### src/rtl/pc_pkg.sv
// +--------------------------------------------------------------------+
// | pc_pkg : shared widths and FSM encoding for the PC generator        |
// | Rev 1.0                                                             |
// +--------------------------------------------------------------------+
`default_nettype none

package pc_pkg;

  localparam int XLEN        = 32;
  localparam int INSTR_BYTES = 4;

  typedef enum logic [1:0] {
    BOOT = 2'd0,
    RUN  = 2'd1,
    HALT = 2'd2
  } pc_state_t;

endpackage

`default_nettype wire

### src/rtl/redir_arbiter.sv
// +--------------------------------------------------------------------+
// | redir_arbiter : fixed-priority redirect select, index 0 wins        |
// | Rev 1.0                                                             |
// +--------------------------------------------------------------------+
`default_nettype none

module redir_arbiter #(
  parameter int XLEN      = 32,
  parameter int NUM_REDIR = 3
) (
  input  logic [NUM_REDIR-1:0]           redir_valid,
  input  logic [NUM_REDIR-1:0][XLEN-1:0] redir_target,
  output logic                           sel_valid,
  output logic [XLEN-1:0]                sel_target
);

  // Scan from the highest index down so the lowest asserted index is the last writer.
  always_comb begin
    sel_valid  = 1'b0;
    sel_target = '0;
    for (int i = NUM_REDIR - 1; i >= 0; i--) begin
      if (redir_valid[i]) begin
        sel_valid  = 1'b1;
        sel_target = redir_target[i];
      end
    end
  end

endmodule

`default_nettype wire

### src/rtl/pc_gen.sv
// +--------------------------------------------------------------------+
// | pc_gen : fetch PC generator with boot/run/halt FSM and redirects    |
// | Rev 1.0                                                             |
// +--------------------------------------------------------------------+
`default_nettype none

module pc_gen #(
  parameter int              XLEN         = pc_pkg::XLEN,
  parameter logic [XLEN-1:0] RESET_VECTOR = 32'h0000_0000,
  parameter logic [XLEN-1:0] TRAP_VECTOR  = 32'h0000_0100,
  parameter int              NUM_REDIR    = 3
) (
  input  logic                           clk,
  input  logic                           rst,
  input  logic                           stall_i,
  input  logic [NUM_REDIR-1:0]           redir_valid_i,
  input  logic [NUM_REDIR-1:0][XLEN-1:0] redir_target_i,
  input  logic                           halt_i,
  input  logic                           resume_i,
  input  logic                           fetch_ready_i,
  output logic                           fetch_valid_o,
  output logic [XLEN-1:0]                pc_o,
  output logic [XLEN-1:0]                pc_plus_4_o,
  output logic                           misalign_o,
  output logic [XLEN-1:0]                bad_addr_o,
  output logic [1:0]                     state_o
);

  import pc_pkg::*;

  pc_state_t       state;
  pc_state_t       state_next;
  logic [XLEN-1:0] pc;
  logic [XLEN-1:0] pc_next;
  logic [XLEN-1:0] pc_inc;
  logic            fetch_valid;
  logic            fetch_valid_next;
  logic            misalign;
  logic            misalign_next;
  logic [XLEN-1:0] bad_addr;
  logic [XLEN-1:0] bad_addr_next;
  logic            sel_valid;
  logic [XLEN-1:0] sel_target;
  logic            take_redir;

  redir_arbiter #(
    .XLEN      (XLEN),
    .NUM_REDIR (NUM_REDIR)
  ) u_redir_arbiter (
    .redir_valid  (redir_valid_i),
    .redir_target (redir_target_i),
    .sel_valid    (sel_valid),
    .sel_target   (sel_target)
  );

  assign pc_inc     = pc + XLEN'(INSTR_BYTES);
  assign take_redir = sel_valid && (state != BOOT);

  always_comb begin
    state_next = state;
    case (state)
      BOOT:    state_next = RUN;
      RUN:     if (halt_i) state_next = HALT;
      HALT:    if (resume_i && !halt_i) state_next = RUN;
      default: state_next = BOOT;
    endcase
  end

  // Valid trails the first RUN cycle after BOOT, then tracks RUN entry/exit exactly.
  assign fetch_valid_next = (state_next == RUN) && (state != BOOT);

  always_comb begin
    pc_next       = pc;
    misalign_next = 1'b0;
    bad_addr_next = bad_addr;
    if (take_redir) begin
      if (sel_target[1:0] != 2'b00) begin
        pc_next       = TRAP_VECTOR;
        misalign_next = 1'b1;
        bad_addr_next = sel_target;
      end else begin
        pc_next = sel_target;
      end
    end else if ((state == RUN) && fetch_valid && fetch_ready_i && !stall_i) begin
      pc_next = pc_inc;
    end
  end

  always_ff @(posedge clk or posedge rst) begin
    if (rst) begin
      state       <= BOOT;
      pc          <= RESET_VECTOR;
      fetch_valid <= 1'b0;
      misalign    <= 1'b0;
      bad_addr    <= '0;
    end else begin
      state       <= state_next;
      pc          <= pc_next;
      fetch_valid <= fetch_valid_next;
      misalign    <= misalign_next;
      bad_addr    <= bad_addr_next;
    end
  end

  assign fetch_valid_o = fetch_valid;
  assign pc_o          = pc;
  assign pc_plus_4_o   = pc_inc;
  assign misalign_o    = misalign;
  assign bad_addr_o    = bad_addr;
  assign state_o       = state;

endmodule

`default_nettype wire

### config.mk
export PLATFORM = sky130hd
export DESIGN_NAME = pc_gen
export DESIGN_NICKNAME = d
export VERILOG_FILES = /design/src/rtl/pc_pkg.sv /design/src/rtl/redir_arbiter.sv /design/src/rtl/pc_gen.sv
export SDC_FILE = /design/constraint.sdc
export NUM_CORES = 1
export LEC_CHECK = 0
export CAP_MARGIN = 0
export CORE_MARGIN = 2
export CORE_UTILIZATION = 41
export DETAILED_ROUTE_END_ITERATION = 10
export HOLD_SLACK_MARGIN = 0.08
export PLACE_DENSITY = 0.82
export SYNTH_ARGS = -nofsm -noshare
export SYNTH_HDL_FRONTEND = slang
export SYNTH_SLANG_ARGS = --single-unit
### constraint.sdc
create_clock -name clk -period 2.7 [get_ports clk]
set_input_delay 0.54 -clock clk [delete_from_list [all_inputs] [get_ports clk]]
set_output_delay 0.54 -clock clk [all_outputs]
set_load 0.02 [all_outputs]
==> results of run 1 <==
-- registers in the layout, summed over array words and instances (netlist names) --
signal / flops
fetch_valid_o: 1
misalign_o: 1
bad_addr_o: 32
state_o: 2
pc_o: 32
-- power groups by stage --
stage / Combinational [mW] / Sequential, mW / Clock, mW
floorplan: 1.04 / 2.18 / 0
global placement: 3.19 / 1.67 / 0
detailed placement: 3.26 / 1.70 / 0
CTS: 3.28 / 1.69 / 0.943
global route: 3.48 / 1.75 / 0.992
finish: 3.30 / 1.70 / 0.938
-- path summary, 6_finish.rpt --
check	slack, ns	depth (start not counted)	start	end
max	-0.05	5	pc_o[8]	pc_plus_4_o[21]
min	0.49	2	bad_addr_o[29]	bad_addr_o[29]
max reg2reg	0.38	8	pc_o[8]	pc_o[31]
min reg2reg	0.49	2	bad_addr_o[29]	bad_addr_o[29]
max in group asynchronous	1.41	3	rst	pc_o[26]
min in group asynchronous	0.63	2	rst	pc_o[7]
-- layout make-up --
class	count	area [sq um]
Clock inverter	7	98.8
Multi-Input combinational cell	343	2340
Inverter	6	22.5
Fill cell	728	2660
Clock buffer	9	124
Tap cell	133	166
Timing Repair Buffer	276	2620
Sequential cell	68	1700
-- cells by family after synthesis --
logic type,count (synthesis),synth area share
AOI/OAI and AO/OA,145,0.228
xor gates and xnor gates,48,0.103
adders and majority gates,1,0.00306
buffers and inverters,48,0.0499
DFF,68,0.416
muxes,4,0.0110
and+or+nand+nor,145,0.189
-- metrics by stage --
stage	hold slack, ns	util
after floorplan	0.578	-
after global placement	0.463	0.686
after detailed placement	0.471	0.686
after CTS	0.488	0.720
after global routing	0.511	0.727
final	0.485	0.727
-- worst reg2reg max path, cell delays in order, from the launching register on --
cell and delay [ns]:
dfrtp_1 0.40, nand3_2 0.11, or4_4 0.64, buf_6 0.17, buf_4 0.13, buf_4 0.15
nor4_1 0.34, xnor2_1 0.17, o22ai_1 0.10
-- layout by cell type (no fill, tap or decap), drive strengths merged, types with 4 or more instances in the layout --
cell,netlist,final
a21oi,10,10
a221o,24,24
a22oi,4,4
and2,4,4
and3,7,7
buf,11,87
clkbuf,31,11
clkdlybuf4s50,0,179
clkinv,1,4
dfrtp,68,68
dlygate4sd2,0,6
inv,5,6
mux2,4,4
nand2,47,47
nand3,17,17
nand4,10,10
nor2,19,19
nor3,15,15
nor4,6,6
o21ai,70,70
o22ai,19,19
or3,4,4
or4,4,4
xnor2,31,31
xor2,17,17
-- routing by layer --
layer | vias up | wire [microns] | part of all wire | GRT usage
met5 | - | 0 | 0 | 0
met4 | 0 | 473 | 0.030 | 0.111
met3 | 34 | 1260 | 0.080 | 0.0614
met2 | 245 | 7740 | 0.50 | 0.474
met1 | 2259 | 6160 | 0.39 | 0.352
li1 | 2180 | - | - | -
-- what timing repair did --
action / in CTS / in global routing
buffers inserted: 10 / 4
gates resized for setup: 93 / 27
setup endpoints to repair: 24 / 20
pin swaps: 8 / 13
==> metrics, run 1 <==
run status complete, but fails checks; failing checks negative setup slack; 1st-iter DRT viols 283; layout cells sized above 1 0.202; total gr overflow 0; PnR worst setup slack -0.0503 ns; synth top area cells dfrtp_1, o21ai_0, xnor2_1; routed wire length 15.6 mm; share of the synthesized area in the top cell type 0.416; Power Density 839 nW/um^2; Final Hold Fails 0; first-pass GRT wire length 24.3 mm; Yosys top cell by area dfrtp_1; CTS tree built; number of synthesis warnings 0; all-layer global routing usage 0.281; post-DP HPWL 11.7 mm; clock power share 0.158; Yosys reg bits 68; register area share after synthesis 0.416; Total Negative Setup Slacks -0.0988 ns; clock sinks 68; clock transition at the registers of the reported paths 0.08 ns; Final Setup Violations 4; core area 9730 sq um; Post-Synthesis Cells 459; combinational power share 0.556; Critical Path Max Stage Delay 0.64 ns; Worst Max-Slew Pin Slew 0.701 ns; CP max stage cell or4_4; ys flop type dfrtp_1; H-tree depth 3; P_leak 2.96 nW; Residual DRC 0; CP Launch Type flip-flop; Cell Int Power 3.48 mW; Sw Pwr 2.45 mW; fin crit period 2.75 ns; row count 36; # IOs 205; vias per inst 5.60; f_max 364 MHz; TritonRoute pass-1 iters 4; effective utilization at floorplan 0.420; syn_nets 565; post-synth cell types 51; Post-synth EDFFs 0; CP Capture Type output pin; number of global-route vias before repair 4819; Post-CTS Hold Fix Bufs 0; Bufs and invs on worst path 1; Tightest Hold Check Type flip-flop to flip-flop; Die X 104 microns; full die area 10800 sq um; fin nets 810; non-filler cells, final 842; pre-CTS setup slack -0.240 ns; mapped cell area 4090 sq um; Clock Latency Late Sink 0.34 ns; Final Skew 0.0131 ns; DIE HEIGHT 104 microns; Reg power frac 0.286; CP Class flip-flop to output pin; switching power share of the total 0.413; crit share post-route 1.02; Diodes inserted 0; Max clock buf depth 2; Routed WL per cell 18.6 microns; Syn Area/Cell 8.91 sq um; Inst Count DP 812; CTS root buf clkbuf_8; crit-path max FO 5; Placer Congestion 0.816; Antenna Nets Post-Route 0; Max Slew Vio Count 0; placed cell areas 6670 sq um; Final Total Pwr 5.94 mW; largest net degree at the start of global routing 40; crit path DAT 2.21 ns; initial antenna violation count 0; total CTS buffers 9; post-route cell area 7070 sq um; synth cell count leaders o21ai_0, dfrtp_1, nand2_1, clkbuf_1, xnor2_1; most frequent cell after synthesis o21ai_0; synth-to-layout area growth 73.1%; Via Count 4718; Max IR drop VDD 0.000433 V; CP Data Required Time 2.16 ns; Top delay family on crit path simple AND/OR/NAND/NOR gates; Async SR Flop Fraction 1.00; relative slew slack 0.532; IO buf count 204; RSZ-0062 raised after global routing true; CP cell instances nand3_2 -> or4_4 -> or3_4 -> xnor2_2 -> buf_4; Max Cap Viol 0
Power figures use the tool's default switching activity.
==> inputs of run 2 (changes only) <==
- CORE_UTILIZATION: 41 -> 42
- CTS_BUF_LIST: default -> sky130_fd_sc_hd__clkbuf_4 sky130_fd_sc_hd__clkbuf_8
- CTS_CLUSTER_SIZE: default -> 24
- PLACE_DENSITY: 0.82 -> 0.83
==> metrics, run 2 (synthesized netlist as in run 1, its figures left out) <==
run status complete, but fails checks; failing checks negative setup slack; Final Skew 0.0116 ns (-0.00155 ns); total gr overflow 0 (unchanged); routed wire length 16.2 mm (+3.8%); crit-path max FO 3 (-2); clock sinks 68 (unchanged); Final Util 0.733 (+0.00581); CP Class flip-flop to output pin; Final Setup Violations 1 (-3); pre-CTS setup slack -0.183 ns (+0.0574 ns); Routed WL per cell 19.2 microns (+3.4%); DIE HEIGHT 103 microns (-1.2%); TritonRoute pass-1 iters 7 (+3); Clock Latency Late Sink 0.35 ns (about the same); synth-to-layout area growth 72.0%; # IOs 205 (unchanged); all-layer global routing usage 0.299 (+0.0175); Diodes inserted 0 (unchanged); CP Data Required Time 2.16 ns (about the same); fin nets 813 (+0.37%); total CTS buffers 9 (unchanged); most frequent cells in the layout clkdlybuf4s50_1, buf_4, o21ai_0; placed cell areas 6670 sq um (unchanged); 1st-iter DRT viols 366 (+29%); Max Slew Vio Count 0 (unchanged); Max IR drop VDD 0.000446 V (+3.1%); H-tree depth 3 (unchanged); Final Hold Fails 0 (unchanged); CP Launch Type flip-flop; Max Cap Viol 0 (unchanged); CTS root buf clkbuf_8; PnR worst setup slack -0.0324 ns (+0.0178 ns); relative slew slack 0.639 (+0.108); Antenna Nets Post-Route 0 (unchanged); Power Density 840 nW/um^2 (about the same); core area 9590 sq um (-1.4%); crit share post-route 1.01 (-0.00661); Worst Max-Slew Pin Slew 0.535 ns (-0.166 ns); full die area 10500 sq um (-2.3%); Via Count 4838 (+2.5%); Residual DRC 0 (unchanged); fin crit period 2.73 ns (-0.0178 ns); IO buf count 204 (unchanged); post-DP HPWL 12.0 mm (+2.0%); P_leak 2.93 nW (-1.2%); fillers 701 (-3.7%); first-pass GRT wire length 24.0 mm (-1.3%); layout cells sized above 1 0.198 (-0.00366); CP Capture Type output pin; RSZ-0062 raised after global routing true; post-route cell area 7030 sq um (-0.60%); commonest non-fill, non-tap cell in the layout clkdlybuf4s50_1; Max clock buf depth 2 (unchanged); f_max 366 MHz (+0.65%); row count 36 (unchanged); crit path DAT 2.19 ns (-0.02 ns); largest net degree at the start of global routing 47 (+18%); vias per inst 5.73 (+2.2%); multi-input logic area 2310 sq um (-1.4%); Placer Congestion 0.863 (+5.8%); clock transition at the registers of the reported paths 0.07 ns (about the same); Final Total Pwr 5.90 mW (-0.56%); initial antenna violation count 0 (unchanged); r2r setup slk 0.34 ns (-0.04 ns); Die X 103 microns (-1.2%); Inst Count DP 817 (+0.62%); Tightest Hold Check Type flip-flop to flip-flop; number of global-route vias before repair 4659 (-3.3%); non-filler cells, final 845 (+0.36%); Reg area 1710 sq um (about the same); effective utilization at floorplan 0.426 (+0.00592); CTS tree built
run 2: report_power, final:
part	leakage [nW]	switching, mW	internal (mW)	total (mW)
combinational	1.97	1.75	1.56	3.31
sequential	0.862	0.302	1.40	1.70
clock	0.0938	0.415	0.477	0.892
total	2.93	2.47	3.44	5.90
run 2: path summary, 6_finish.rpt:
path / from / endpoint / cells past startpoint
max: pc_o[13] / pc_plus_4_o[22] / 8
min: bad_addr_o[17] / bad_addr_o[17] / 2
max reg2reg: pc_o[13] / pc_o[28] / 8
min reg2reg: bad_addr_o[17] / bad_addr_o[17] / 2
max in group asynchronous: rst / bad_addr_o[25] / 3
min in group asynchronous: rst / pc_o[4] / 2
run 2: routing by layer:
layer	routed length, microns	global-route usage	vias to the layer above
met5	0	0	-
met4	606	0.113	0
met3	1530	0.0590	57
met2	8020	0.507	306
met1	6060	0.378	2292
li1	-	-	2183
run 2: what timing repair did:
action / CTS / global route
hold buffers: 0 / 0
setup buffers: 6 / 6
pin swaps: 2 / 12
resized for setup: 72 / 35
setup endpoints to repair: 24 / 16
run 2: final cells by class:
| type | count | area share |
|---|---|---|
| inverter | 6 | 0.00320 |
| sequential | 68 | 0.243 |
| multi-input combinational | 343 | 0.329 |
| clock buffer | 11 | 0.0215 |
| tap | 133 | 0.0237 |
| clock inverter | 5 | 0.00854 |
| timing repair buffer | 279 | 0.372 |
run 2: worst max-delay path, stage by stage (launching register included):
cell     delay [ns]
dfrtp_1        0.38
buf_4          0.13
nand4_1        0.13
or4_4          0.55
buf_6          0.15
buf_4          0.14
nor2_4         0.10
xor2_1         0.13
buf_4          0.16
run 2: metrics by stage:
| step | hold slack [ns] | setup TNS, ns |
|---|---|---|
| after floorplan | 0.578 | 0 |
| after global placement | 0.464 | -0.656 |
| after detailed placement | 0.469 | -1.28 |
| after CTS | 0.485 | -0.244 |
| after global routing | 0.524 | -0.395 |
| final | 0.481 | -0.0324 |
